--- src/rtl/in_mux_ctrl.sv ---
// ---------------------------------------------------------------------------
// in_mux_ctrl -- tile sequencer in front of an in_mux.
//
// Pulls 32-bit activation words from a buffer. Each word is issued to the
// in_mux as N read beats. N depends on the weight bitwidth: 8b -> 4, 4b -> 2,
// 2b -> 1. After the last word it waits one cycle for the in_mux output
// register to drain, then pulses done.
//
// Optional feature: define IN_MUX_CTRL_STALL_CNT_EN to build a saturating
// counter of stalled issue cycles. Without the macro, stall_cnt is tied to 0.
//
// Handshake: a word transfers on a rising edge where word_valid and
// word_ready are both 1. word_ready is combinational. It is high in LOAD,
// and also on the final beat of a word that is not the last word, so the next
// word can be taken with no bubble.
//
// Ports
//   clk          in   clock; all state changes on the rising edge
//   RST          in   asynchronous active-high reset
//   start        in   tile start request; only looked at in IDLE
//   cfg_bitwidth in   3  weight bitwidth one-hot: 001=2b, 010=4b, 100=8b
//   cfg_words    in   CNT_W  number of activation words in the tile
//   word_valid   in   activation buffer offers word_data
//   word_data    in   32 activation word
//   word_ready   out  controller takes the word this cycle
//   stall        in   array back-pressure; blocks issue
//   mux_rd_en    out  in_mux rd_en
//   mux_data     out  32 in_mux data_in (the held word)
//   mux_bitwidth out  3  in_mux weight_bitwidth (held for the whole tile)
//   arr_valid    out  in_mux data_out valid (mux_rd_en delayed one cycle)
//   busy         out  controller is not in IDLE
//   done         out  one-cycle tile completion pulse
//   cfg_err      out  sticky illegal-bitwidth flag; cleared by the next start
//   stall_cnt    out  16 stalled-issue cycle count (0 without the macro)
// ---------------------------------------------------------------------------
module in_mux_ctrl #(
   parameter int CNT_W = 16
) (
   input  logic             clk,
   input  logic             RST,
   input  logic             start,
   input  logic [2:0]       cfg_bitwidth,
   input  logic [CNT_W-1:0] cfg_words,
   input  logic             word_valid,
   input  logic [31:0]      word_data,
   output logic             word_ready,
   input  logic             stall,
   output logic             mux_rd_en,
   output logic [31:0]      mux_data,
   output logic [2:0]       mux_bitwidth,
   output logic             arr_valid,
   output logic             busy,
   output logic             done,
   output logic             cfg_err,
   output logic [15:0]      stall_cnt
);

   typedef enum logic [2:0] {
      S_IDLE  = 3'd0,
      S_LOAD  = 3'd1,
      S_ISSUE = 3'd2,
      S_DRAIN = 3'd3,
      S_DONE  = 3'd4
   } state_t;

   state_t           state_q;
   logic [1:0]       phase_q;
   logic [CNT_W-1:0] left_q;
   logic [31:0]      data_q;
   logic [2:0]       bw_q;
   logic             cfg_err_q;
   logic             arr_valid_q;

   logic [1:0]       last_phase;
   logic             issue_go;
   logic             last_beat;
   logic             last_word;
   logic             word_hs;
   logic             bw_legal;
   logic             start_acc;

   // Index of the final beat of a word, taken from the latched bitwidth.
   always_comb begin
      last_phase = 2'd0;
      case (bw_q)
         3'b100:  last_phase = 2'd3;
         3'b010:  last_phase = 2'd1;
         default: last_phase = 2'd0;
      endcase
   end

   assign bw_legal  = (cfg_bitwidth == 3'b001) || (cfg_bitwidth == 3'b010) ||
                      (cfg_bitwidth == 3'b100);
   assign start_acc = (state_q == S_IDLE) && start;
   assign issue_go  = (state_q == S_ISSUE) && !stall;
   assign last_beat = issue_go && (phase_q == last_phase);
   assign last_word = (left_q == CNT_W'(1));

   // On the final beat of a word that is not the last word, also offer
   // word_ready so the next word can load with no bubble.
   assign word_ready = (state_q == S_LOAD) || (last_beat && !last_word);
   assign word_hs    = word_valid && word_ready;

   assign mux_rd_en    = issue_go;
   assign mux_data     = data_q;
   assign mux_bitwidth = bw_q;
   assign arr_valid    = arr_valid_q;
   assign busy         = (state_q != S_IDLE);
   assign done         = (state_q == S_DONE);
   assign cfg_err      = cfg_err_q;

   always_ff @(posedge clk or posedge RST) begin
      if (RST) begin
         state_q   <= S_IDLE;
         phase_q   <= 2'd0;
         left_q    <= '0;
         data_q    <= '0;
         bw_q      <= 3'b000;
         cfg_err_q <= 1'b0;
      end else begin
         case (state_q)
            S_IDLE: begin
               if (start) begin
                  bw_q      <= cfg_bitwidth;
                  left_q    <= cfg_words;
                  phase_q   <= 2'd0;
                  cfg_err_q <= 1'b0;
                  if (!bw_legal) begin
                     cfg_err_q <= 1'b1;
                     state_q   <= S_DONE;
                  end else if (cfg_words == '0) begin
                     state_q   <= S_DONE;
                  end else begin
                     state_q   <= S_LOAD;
                  end
               end
            end
            S_LOAD: begin
               if (word_hs) begin
                  data_q  <= word_data;
                  phase_q <= 2'd0;
                  state_q <= S_ISSUE;
               end
            end
            S_ISSUE: begin
               // A stalled cycle holds phase and data_q.
               if (issue_go) begin
                  if (last_beat) begin
                     left_q  <= left_q - CNT_W'(1);
                     phase_q <= 2'd0;
                     if (last_word) begin
                        state_q <= S_DRAIN;
                     end else if (word_hs) begin
                        data_q  <= word_data;
                        state_q <= S_ISSUE;
                     end else begin
                        state_q <= S_LOAD;
                     end
                  end else begin
                     phase_q <= phase_q + 2'd1;
                  end
               end
            end
            S_DRAIN: state_q <= S_DONE;
            S_DONE:  state_q <= S_IDLE;
            default: state_q <= S_IDLE;
         endcase
      end
   end

   // arr_valid stands for the in_mux output register, one cycle behind rd_en.
   always_ff @(posedge clk or posedge RST) begin
      if (RST) begin
         arr_valid_q <= 1'b0;
      end else begin
         arr_valid_q <= mux_rd_en;
      end
   end

`ifdef IN_MUX_CTRL_STALL_CNT_EN
   logic [15:0] stall_cnt_q;

   always_ff @(posedge clk or posedge RST) begin
      if (RST) begin
         stall_cnt_q <= 16'd0;
      end else if (start_acc) begin
         stall_cnt_q <= 16'd0;
      end else if ((state_q == S_ISSUE) && stall && (stall_cnt_q != 16'hFFFF)) begin
         stall_cnt_q <= stall_cnt_q + 16'd1;
      end
   end

   assign stall_cnt = stall_cnt_q;
`else
   assign stall_cnt = 16'd0;
`endif

endmodule

--- config.mk ---
export PLATFORM = sky130hd
export DESIGN_NAME = in_mux_ctrl
export DESIGN_NICKNAME = d
export VERILOG_FILES = /design/src/rtl/in_mux_ctrl.sv
export SDC_FILE = /design/constraint.sdc
export NUM_CORES = 1
export LEC_CHECK = 0
export ABC_AREA = 1
export CORE_ASPECT_RATIO = 0.75
export CORE_MARGIN = 2
export CORE_UTILIZATION = 45
export DETAILED_ROUTE_END_ITERATION = 8
export PLACE_DENSITY = 0.87
export SYNTH_ARGS = -nofsm -noshare
export SYNTH_HDL_FRONTEND = slang
export SYNTH_SLANG_ARGS = --single-unit
export TNS_END_PERCENT = 1
--- constraint.sdc ---
create_clock -name clk -period 2 [get_ports clk]
set_input_delay 0.2 -clock clk [delete_from_list [all_inputs] [get_ports clk]]
set_output_delay 0.2 -clock clk [all_outputs]
set_load 0.02 [all_outputs]
==> results_dict.tcl <==
set metrics [dict create \
    yosysTopAreaCell "dfrtp_1" \
    die-area_mm2 0.00767 \
    antenna_found_initial 0 \
    finalCritPeriodShare 0.979 \
    synthTopCellsByCount "nand2_1, dfrtp_1, nor2_1" \
    grt_pass1_vias 2853 \
    intPower_mw 3.79 \
    synth_edf_count 0 \
    area_delta_synth_final_pct 38.3 \
    fin_util 0.639 \
    antennaDiodeCount 0 \
    die_y_um 76.3 \
    drt-wirelength-per-cell_um 13.5 \
    grt-busiest-layer "met2" \
    routabilityCongestion 0.881 \
    drc 0 \
    final.setup_skew_ns 0.00740 \
    io_buffer_count 96 \
    slew-limit-headroom 0.662 \
    pin_count 113 \
    peakVddDrop_v 0.000862 \
    sw_frac_of_total 0.440 \
    grt_usage 0.218 \
    setup_viol 0 \
    min_path_type "input port to async pin" \
    cts_buffers 9 \
    cts_buffer_depth 2 \
    finalSetupTns_ns 0 \
    power.switching_mw 2.98 \
    outcome "completed" \
    p_seq_frac 0.320 \
    hpwl_mm 6.02 \
    criticalPathCategory "register to output pin" \
    cp.required_ns 1.80 \
    drive_gt1_frac 0.0895 \
    final_area_mm2 0.00434 \
    design_power_total_mw 6.78 \
    dpl_cell_area_mm2 0.00410 \
    cts.clk_slew.worst_paths_ns 0.07 \
    worstSetupEndpointType "output pin" \
    clock-sinks 58 \
    syn_inst 415 \
    clockPowerShare 0.153 \
    drv_slew 0 \
    ys_seq_area_frac 0.462 \
    vias 3046 \
    drt_iter0_markers 158 \
    arrival_ns 1.76 \
    cts_hold_buf 0 \
    fmax_mhz 511 \
    syn_area_mm2 0.00314 \
    rsz0062_at_grt "true" \
    final_nets 579 \
    via_per_inst 5.00 \
    synth_ff_type "dfrtp_1" \
    yosysWarnings 0 \
    min_period_ns 1.96 \
    grt_max_degree 34 \
    cts_tree "built" \
    met1_usage 0.298 \
    report.final.hold_viol_count 0 \
    core_mm2 0.00680 \
    met2_usage 0.344 \
    worst_pin_slew_ns 0.502 \
    grt_use_met3 0.0761 \
    synth_top_area_frac 0.462 \
    crit_fanout 12 \
    rows 26 \
    crit_path_start_kind "register" \
    grt_pass1_wl_mm 13.3 \
    ant_nets 0 \
    ys_async_sr_fraction 1.00 \
    cap_violations 0 \
    synth_cell_type_count 32 \
    drt_wl_total_mm 8.24 \
    synth_area_leaders "dfrtp_1, nand2_1, nor2_1" \
    fin_hold_ws_ns 0.245 \
    p_per_area_mw_per_mm2 1560 \
    insertion_delay_ns 0.34 \
    dieWidth_um 100 \
    drt_first_pass_iters 6 \
    synth_area_per_cell_um2 7.56 \
    overflow 0 \
    p_leak_nw 2.15 \
    h-tree-depth 3 \
    post-synth-top-count-cell "nand2_1" \
    initial_core_util 0.462 \
    combPwrFrac 0.527 \
    ys_seq_elements 58 \
    cts_root_buffer "clkbuf_8" \
]
[power groups by stage]
stage	registers [mW]	logic, mW	clock network [mW]
detailed placement	2.16	3.39	0
finish	2.17	3.57	1.03
CTS	2.15	3.41	1.06
global route	2.24	3.94	1.11
floorplan	2.49	1.83	0
global placement	2.14	3.28	0
[cell families (layout without fill, tap and decap cells)]
group | Yosys count | after routing | synth area share
AO/OA/AOI/OAI | 48 | 48 | 0.0845
XOR/XNOR | 7 | 7 | 0.0195
adder cells (fa/ha/maj) | 2 | 2 | 0.00797
buffers and inverters | 67 | 162 | 0.114
flip-flops | 58 | 58 | 0.462
other | 1 | 16 | 0.00119
AND/OR/NAND/NOR | 232 | 232 | 0.310
[metal layers]
metal | wire (µm) | up-vias
met5 | 0 | -
met4 | 63 | 0
met3 | 768 | 12
met2 | 3760 | 163
met1 | 3660 | 1395
li1 | - | 1476
[sequential cells by signal (all words and copies together), names as in the netlist]
register,count
mux_data,32
left_q,16
mux_bitwidth,3
state_q,3
phase_q,2
arr_valid,1
cfg_err,1
[critical path, stage by stage, from the launching register on]
cell and delay (ns):
dfrtp_2 0.44, nor2_4 0.14, nand2_4 0.11, inv_2 0.09
nand2_2 0.07, nor2_4 0.13, nand3_1 0.08, nand2_1 0.10
clkdlybuf4s15_2 0.27
[cell type report]
type	instances	area, µm²
clock buffer	9	124
sequential	58	1450
clock inverter	6	58.8
tap	84	105
inverter	39	154
multi-input combinational	305	1390
fill	568	2460
timing repair buffer	108	1050
[final timing paths]
| kind | cells after the start | endpoint | slack (ns) | startpoint |
|---|---|---|---|---|
| setup / recovery | 8 | word_ready | 0.04 | state_q[0]$_DFFE_PP0P_ |
| hold / removal | 3 | mux_data[20]$_DFFE_PP0P_ | 0.24 | RST |
| setup reg to reg | 12 | left_q[11]$_DFFE_PP0P_ | 0.14 | state_q[0]$_DFFE_PP0P_ |
| hold reg to reg | 2 | mux_data[4]$_DFFE_PP0P_ | 0.48 | mux_data[4]$_DFFE_PP0P_ |
| max in group asynchronous | 3 | mux_data[12]$_DFFE_PP0P_ | 1.41 | RST |
| min in group clk | 3 | mux_data[31]$_DFFE_PP0P_ | 0.40 | word_data[31] |
[cell usage in the layout (no fill, tap or decap), types with 3 or more instances in the layout]
| master | count |
|---|---|
| a21oi_1 | 10 |
| buf_4 | 11 |
| clkbuf_8 | 9 |
| clkdlybuf4s50_1 | 94 |
| clkinv_2 | 4 |
| conb_1 | 16 |
| dfrtp_1 | 57 |
| inv_1 | 34 |
| inv_2 | 3 |
| nand2_1 | 159 |
| nand3_1 | 11 |
| nor2_1 | 38 |
| nor2_2 | 3 |
| nor3_1 | 6 |
| nor4_1 | 4 |
| o21ai_0 | 21 |
| o21ai_1 | 8 |
| xor2_1 | 5 |
[through the flow]
step	worst slack, ns	instances
after floorplan	0.372	430
after global placement	0.109	588
after detailed placement	0.0157	588
after CTS	0.00193	603
after global routing	-0.0667	609
final	0.0428	609
[what timing repair did]
action                     CTS  global route
buffers inserted             0             6
setup endpoints to repair    2            42
pin swaps                    0             1
resized for setup            4             8
(Power assumes the default switching activity.)
